<file path="src/rtl/wb_arb_pkg.sv">
// Shared types and limits for the Wishbone round-robin arbiter.
//   arb_state_t : arbiter FSM encoding (IDLE -> BUSY -> [TERM] -> IDLE)
//   N_MST_MAX   : largest supported master count
package wb_arb_pkg;

  localparam int N_MST_MAX = 4;

  typedef enum logic [1:0] {
    ARB_IDLE,
    ARB_BUSY,
    ARB_TERM
  } arb_state_t;

endpackage

</file>
<file path="src/rtl/wb_arb_rr_pick.sv">
// Combinational round-robin picker.
//   req   : request vector, one bit per master
//   ptr   : master with highest priority this round
//   pick  : one-hot winner (first requester scanning ptr, ptr+1, ... mod N)
//   valid : at least one request present
module wb_arb_rr_pick import wb_arb_pkg::*; #(
  parameter int N = 2,
  localparam int PW = (N > 1) ? $clog2(N) : 1
) (
  input  logic [N-1:0]  req,
  input  logic [PW-1:0] ptr,
  output logic [N-1:0]  pick,
  output logic          valid
);

  logic found;

  // Walk offsets from ptr; for each offset exactly one master j satisfies
  // (j - o) mod N == ptr. Keeps every bit index constant.
  always_comb begin
    pick  = '0;
    found = 1'b0;
    for (int o = 0; o < N; o++) begin
      for (int j = 0; j < N; j++) begin
        if (!found && req[j] && (int'(ptr) == ((j - o + N) % N))) begin
          pick[j] = 1'b1;
          found   = 1'b1;
        end
      end
    end
  end

  assign valid = |req;

endmodule

</file>
<file path="src/rtl/wb_rr_arbiter.sv">
// Round-robin Wishbone arbiter: N_MST masters share one slave-side bus.
// A grant is held for the whole cyc of the winner; every grant change passes
// through at least one IDLE cycle with s_cyc low.
//   clk, rst                  : clock, synchronous active-high reset
//   m_cyc/m_stb/m_we          : per-master strobes
//   m_adr/m_dat_o/m_sel       : per-master request fields, master i at [i*W +: W]
//   m_ack/m_err               : per-master responses (only the granted master)
//   m_dat_i                   : slave read data broadcast to all masters
//   s_cyc/s_stb/s_we/s_adr/s_dat_o/s_sel : slave-side request
//   s_ack/s_err/s_dat_i       : slave response
//   gnt                       : registered one-hot grant
// Optional: WB_ARB_TIMEOUT_EN adds a stall counter; after TIMEOUT_CYC stalled
// cycles the transfer is killed with a one-cycle m_err (TERM state).
module wb_rr_arbiter import wb_arb_pkg::*; #(
  parameter int N_MST       = 2,
  parameter int AW          = 32,
  parameter int DW          = 32,
  parameter int TIMEOUT_CYC = 256
) (
  input  logic                    clk,
  input  logic                    rst,
  input  logic [N_MST-1:0]        m_cyc,
  input  logic [N_MST-1:0]        m_stb,
  input  logic [N_MST-1:0]        m_we,
  input  logic [N_MST*AW-1:0]     m_adr,
  input  logic [N_MST*DW-1:0]     m_dat_o,
  input  logic [N_MST*DW/8-1:0]   m_sel,
  output logic [N_MST-1:0]        m_ack,
  output logic [N_MST-1:0]        m_err,
  output logic [DW-1:0]           m_dat_i,
  output logic                    s_cyc,
  output logic                    s_stb,
  output logic                    s_we,
  output logic [AW-1:0]           s_adr,
  output logic [DW-1:0]           s_dat_o,
  output logic [DW/8-1:0]         s_sel,
  input  logic                    s_ack,
  input  logic                    s_err,
  input  logic [DW-1:0]           s_dat_i,
  output logic [N_MST-1:0]        gnt
);

  localparam int SW = DW / 8;
  localparam int PW = $clog2(N_MST);

  if (N_MST < 2 || N_MST > N_MST_MAX) begin : g_bad_n
    $error("wb_rr_arbiter: N_MST must be 2..%0d", N_MST_MAX);
  end
  if (TIMEOUT_CYC < 1) begin : g_bad_to
    $error("wb_rr_arbiter: TIMEOUT_CYC must be >= 1");
  end

  arb_state_t       state;
  logic [PW-1:0]    ptr, ptr_nxt;
  logic [N_MST-1:0] pick;
  logic             pick_vld;
  logic             g_cyc, g_stb;
  logic             busy, term, to_hit;

  wb_arb_rr_pick #(.N(N_MST)) u_pick (
    .req   (m_cyc),
    .ptr   (ptr),
    .pick  (pick),
    .valid (pick_vld)
  );

  // AND-OR mux on the one-hot grant; all zero while nothing is granted.
  always_comb begin
    g_cyc   = 1'b0;
    g_stb   = 1'b0;
    s_we    = 1'b0;
    s_adr   = '0;
    s_dat_o = '0;
    s_sel   = '0;
    ptr_nxt = '0;
    for (int i = 0; i < N_MST; i++) begin
      if (gnt[i]) begin
        g_cyc   = m_cyc[i];
        g_stb   = m_stb[i];
        s_we    = m_we[i];
        s_adr   = m_adr[i*AW +: AW];
        s_dat_o = m_dat_o[i*DW +: DW];
        s_sel   = m_sel[i*SW +: SW];
        ptr_nxt = PW'((i + 1) % N_MST);
      end
    end
  end

  assign busy    = (state == ARB_BUSY);
  assign term    = (state == ARB_TERM);
  assign s_cyc   = busy & g_cyc;
  assign s_stb   = busy & g_stb;
  // Responses outside BUSY (spurious or during TERM) never reach a master.
  assign m_ack   = busy ? (gnt & {N_MST{s_ack}}) : '0;
  assign m_err   = term ? gnt : (busy ? (gnt & {N_MST{s_err}}) : '0);
  assign m_dat_i = s_dat_i;

`ifdef WB_ARB_TIMEOUT_EN
  localparam int CW = $clog2(TIMEOUT_CYC + 1);
  logic [CW-1:0] stall_cnt;

  // Counts cycles the granted strobe sits unanswered; saturates at the limit.
  always_ff @(posedge clk) begin
    if (rst || !busy || !s_stb || s_ack || s_err)
      stall_cnt <= '0;
    else if (stall_cnt != CW'(TIMEOUT_CYC))
      stall_cnt <= stall_cnt + CW'(1);
  end

  assign to_hit = (stall_cnt == CW'(TIMEOUT_CYC));
`else
  assign to_hit = 1'b0;
`endif

  always_ff @(posedge clk) begin
    if (rst) begin
      state <= ARB_IDLE;
      gnt   <= '0;
      ptr   <= '0;
    end else begin
      case (state)
        ARB_IDLE: begin
          if (pick_vld) begin
            gnt   <= pick;
            state <= ARB_BUSY;
          end
        end
        ARB_BUSY: begin
          // Master release wins over a simultaneous timeout.
          if (!g_cyc) begin
            gnt   <= '0;
            ptr   <= ptr_nxt;
            state <= ARB_IDLE;
          end else if (to_hit) begin
            state <= ARB_TERM;
          end
        end
        ARB_TERM: begin
          gnt   <= '0;
          ptr   <= ptr_nxt;
          state <= ARB_IDLE;
        end
        default: begin
          gnt   <= '0;
          state <= ARB_IDLE;
        end
      endcase
    end
  end

endmodule

</file>
<file path="config.mk">
export PLATFORM = sky130hd
export DESIGN_NAME = wb_rr_arbiter
export DESIGN_NICKNAME = d
export VERILOG_FILES = /design/src/rtl/wb_arb_pkg.sv /design/src/rtl/wb_arb_rr_pick.sv /design/src/rtl/wb_rr_arbiter.sv
export SDC_FILE = /design/constraint.sdc
export NUM_CORES = 1
export LEC_CHECK = 0
export BUFFER_PORTS_ARGS = -buffer_cell sky130_fd_sc_hd__buf_4
export CAP_MARGIN = 5
export CORE_AREA = 4 4 109 111
export DETAILED_ROUTE_END_ITERATION = 7
export DIE_AREA = 0 0 113 115
export PLACE_DENSITY = 0.45
export SYNTH_ARGS = -nofsm -noshare
export SYNTH_HDL_FRONTEND = slang
export SYNTH_HIERARCHICAL = 1
export SYNTH_SLANG_ARGS = --single-unit
</file>
<file path="constraint.sdc">
create_clock -name clk -period 1.6 [get_ports clk]
set_clock_uncertainty 0.15 [all_clocks]
set_input_delay 0.32 -clock clk [delete_from_list [all_inputs] [get_ports clk]]
set_output_delay 0.32 -clock clk [all_outputs]
set_load 0.01 [all_outputs]
</file>
==> results.json <==
{
  "outcome": "finished with violations",
  "violations": "setup timing",
  "relSlewSlack_pct": 80.2,
  "cts.sinks": 4,
  "grt_max_degree": 30,
  "p_sw_share_pct": 31.7,
  "final_common_cell": "buf_4",
  "numCtsBuffers": 3,
  "die_w_um": 113,
  "rsz0062_at_grt": "yes",
  "p_leak_nw": 1.72,
  "rows": 38,
  "setup_viol": 72,
  "intPower_uw": 858,
  "critPathCaptureType": "output port",
  "peakVddDrop_mv": 0.319,
  "hold_viol_final": 0,
  "routedWlPerCell_um": 20.1,
  "critPathKind": "reg -> out",
  "core_um2": 10800,
  "yosysUniqueCellTypes": 22,
  "synth_area_leader_cell": "a22o_1",
  "grt_pass1_wl_mm": 13.2,
  "period_minus_slack_ns": 1.77,
  "first_pass_iters": 4,
  "avgSynthCellArea_um2": 8.05,
  "yosysSeqAreaShare_pct": 6.59,
  "worstPathArrival_ns": 1.30,
  "ys_ff_latch": 4,
  "mostFrequentLayoutCells": "191 x buf_4, 66 x a22o_1, 46 x buf_6",
  "critPathSlowestCell": "dfxtp_4",
  "multi_input_area_um2": 826,
  "h-tree-depth": 1,
  "post-place-cells": 474,
  "design_area_um2": 3340,
  "cap_violations": 0,
  "clkPwrFrac_pct": 16.9,
  "critPathRequiredTime_ns": 1.13,
  "nets": 533,
  "min_period_over_period_pct": 111,
  "drv_slew": 0,
  "drc_errors": 0,
  "crit_chain": "nor2b_4 > buf_4 > buf_16 > a22o_1 > buf_4",
  "die_y_um": 115,
  "p_per_area_nw_per_um2": 376,
  "layoutNonFillerInstCount": 493,
  "die-area_um2": 13000,
  "power_frac_seq_pct": 9.2,
  "io_pins": 287,
  "cts_tree": "built",
  "diodes": 0,
  "vias": 2129,
  "holdBufCountCts": 0,
  "gp_congestion": 0.916,
  "synth_fp_nets": 329,
  "n_fill_cell": 1162,
  "layout_setup_ws_ns": -0.175,
  "layout-drive-gt1-share_pct": 73.7,
  "comb_power_share_pct": 73.9,
  "grt_overflow": 0,
  "wl_mm": 9.90,
  "io_buffers": 222,
  "syn_inst": 151,
  "clkTransAtPathRegs_ns": 0.03,
  "cts_root_buf": "clkbuf_8",
  "tightest_slew_ns": 0.297,
  "dpl.hpwl_mm": 7.70,
  "synth_top_area_share_pct": 49.7,
  "crit_top_cell": "buf_4",
  "hold_path.class": "in -> reg",
  "track_usage_pct": 13.1,
  "max_freq_ghz": 0.563,
  "initialDrtViolationCount": 73,
  "initial_utilization_pct": 11.3,
  "insertion_delay_ns": 0.22,
  "regArea_um2": 83.8,
  "grt_pass1_vias": 2166,
  "cp-start-kind": "flop",
  "drt.antenna.violating_nets": 0,
  "p_switching_uw": 398,
  "slowest_delay_ns": 0.36,
  "grt_antenna_before_repair": 0,
  "clk_path_buf_depth": 2,
  "placed_cell_area_um2": 2830,
  "critPathMaxFanout": 14,
  "syn_area_um2": 1210,
  "area_growth_pct": 175,
  "viasPerCell": 4.32,
  "yosys_warnings": 6,
  "synth.top_cells.by_area": "a22o_1 50%, buf_4 24%, dfxtp_1 6.6%, buf_2 3.7%, and3_1 2.1%"
}
[area by class of cell]
class	count	share of cell area, %
Clock buffer	3	1.24
Inverter	1	0.112
Multi-Input combinational cell	97	24.7
Sequential cell	4	2.51
Tap cell	140	5.25
Timing Repair Buffer	248	66.2
[stage by stage]
| stage | worst slack [ns] | hold WS [ns] | total power, mW | TNS, ns | utilization, % |
|---|---|---|---|---|---|
| floorplan | 0.0989 | 0.239 | 0.453 | 0 | - |
| global placement | -0.00973 | 0.371 | 0.893 | -0.00973 | 26.2 |
| detailed placement | 0.0124 | 0.370 | 0.892 | 0 | 26.2 |
| CTS | -0.184 | 0.141 | 1.22 | -10.97 | 29.6 |
| global route | -0.244 | 0.141 | 1.33 | -15.12 | 30.9 |
| finish | -0.175 | 0.146 | 1.26 | -10.73 | 30.9 |
[flip-flops by register name, summed over array words and instances, names as in the netlist]
| signal | cells |
|---|---|
| ptr | 1 |
| gnt | 2 |
| state | 1 |
[per-layer routing]
metal / vias up / track usage (%) / wire, µm
li1: 977 / - / -
met1: 994 / 15.9 / 3920
met2: 140 / 22.3 / 4830
met3: 18 / 4.68 / 970
met4: 0 / 3.04 / 189
met5: - / 0 / 0
[timing repair]
action                     4_1_cts  5_1_grt
gates resized for setup         47        9
pin swaps                        2        5
cloned                           3        4
setup buffers                    8        1
setup endpoints to repair       71       73
[worst paths after layout]
check          from     endpoint  slack (ns)  cells after the start
min             rst          ptr        0.15                      2
max reg2reg  gnt[1]       gnt[0]        0.14                      6
min reg2reg     ptr          ptr        0.41                      2
max          gnt[1]  s_dat_o[13]       -0.17                      5
[synth_stat cells]
cell      count
a21oi_1       3
nor2_1        1
and3_1        4
or2_1         1
a21o_1        1
o21ai_0       1
a311oi_1      1
nor2b_1       4
buf_4        39
a22o_1       69
a21bo_2       1
a21boi_0      1
a22oi_1       2
dfxtp_1       4
nand3b_1      1
buf_6         1
buf_2         9
a21boi_1      2
o21ai_2       1
nand2_1       3
inv_1         1
and2_1        1
[power by group through the flow]
stage	sequential (mW)	combinational, mW	clock [mW]
after floorplan	0.114	0.340	0
after global placement	0.117	0.776	0
after detailed placement	0.117	0.775	0
after CTS	0.116	0.887	0.218
after global routing	0.118	0.985	0.229
final	0.116	0.928	0.212
[critical path: cells and delay by family, from the launching register on]
family                 cells  cell delay, ns
flip-flops                 1            0.36
AO/OA/AOI/OAI              1            0.15
buffers and inverters      3            0.41
AND/OR/NAND/NOR            1            0.16
[cell families (layout without fill, tap and decap cells)]
| family | count (synthesis) | count (layout) | share of synthesized area (%) |
|---|---|---|---|
| compound gates | 82 | 82 | 57.4 |
| buf+inv | 50 | 252 | 29.0 |
| flops | 4 | 4 | 6.59 |
| simple gates | 15 | 15 | 7.00 |
Power figures use the tool's default switching activity.
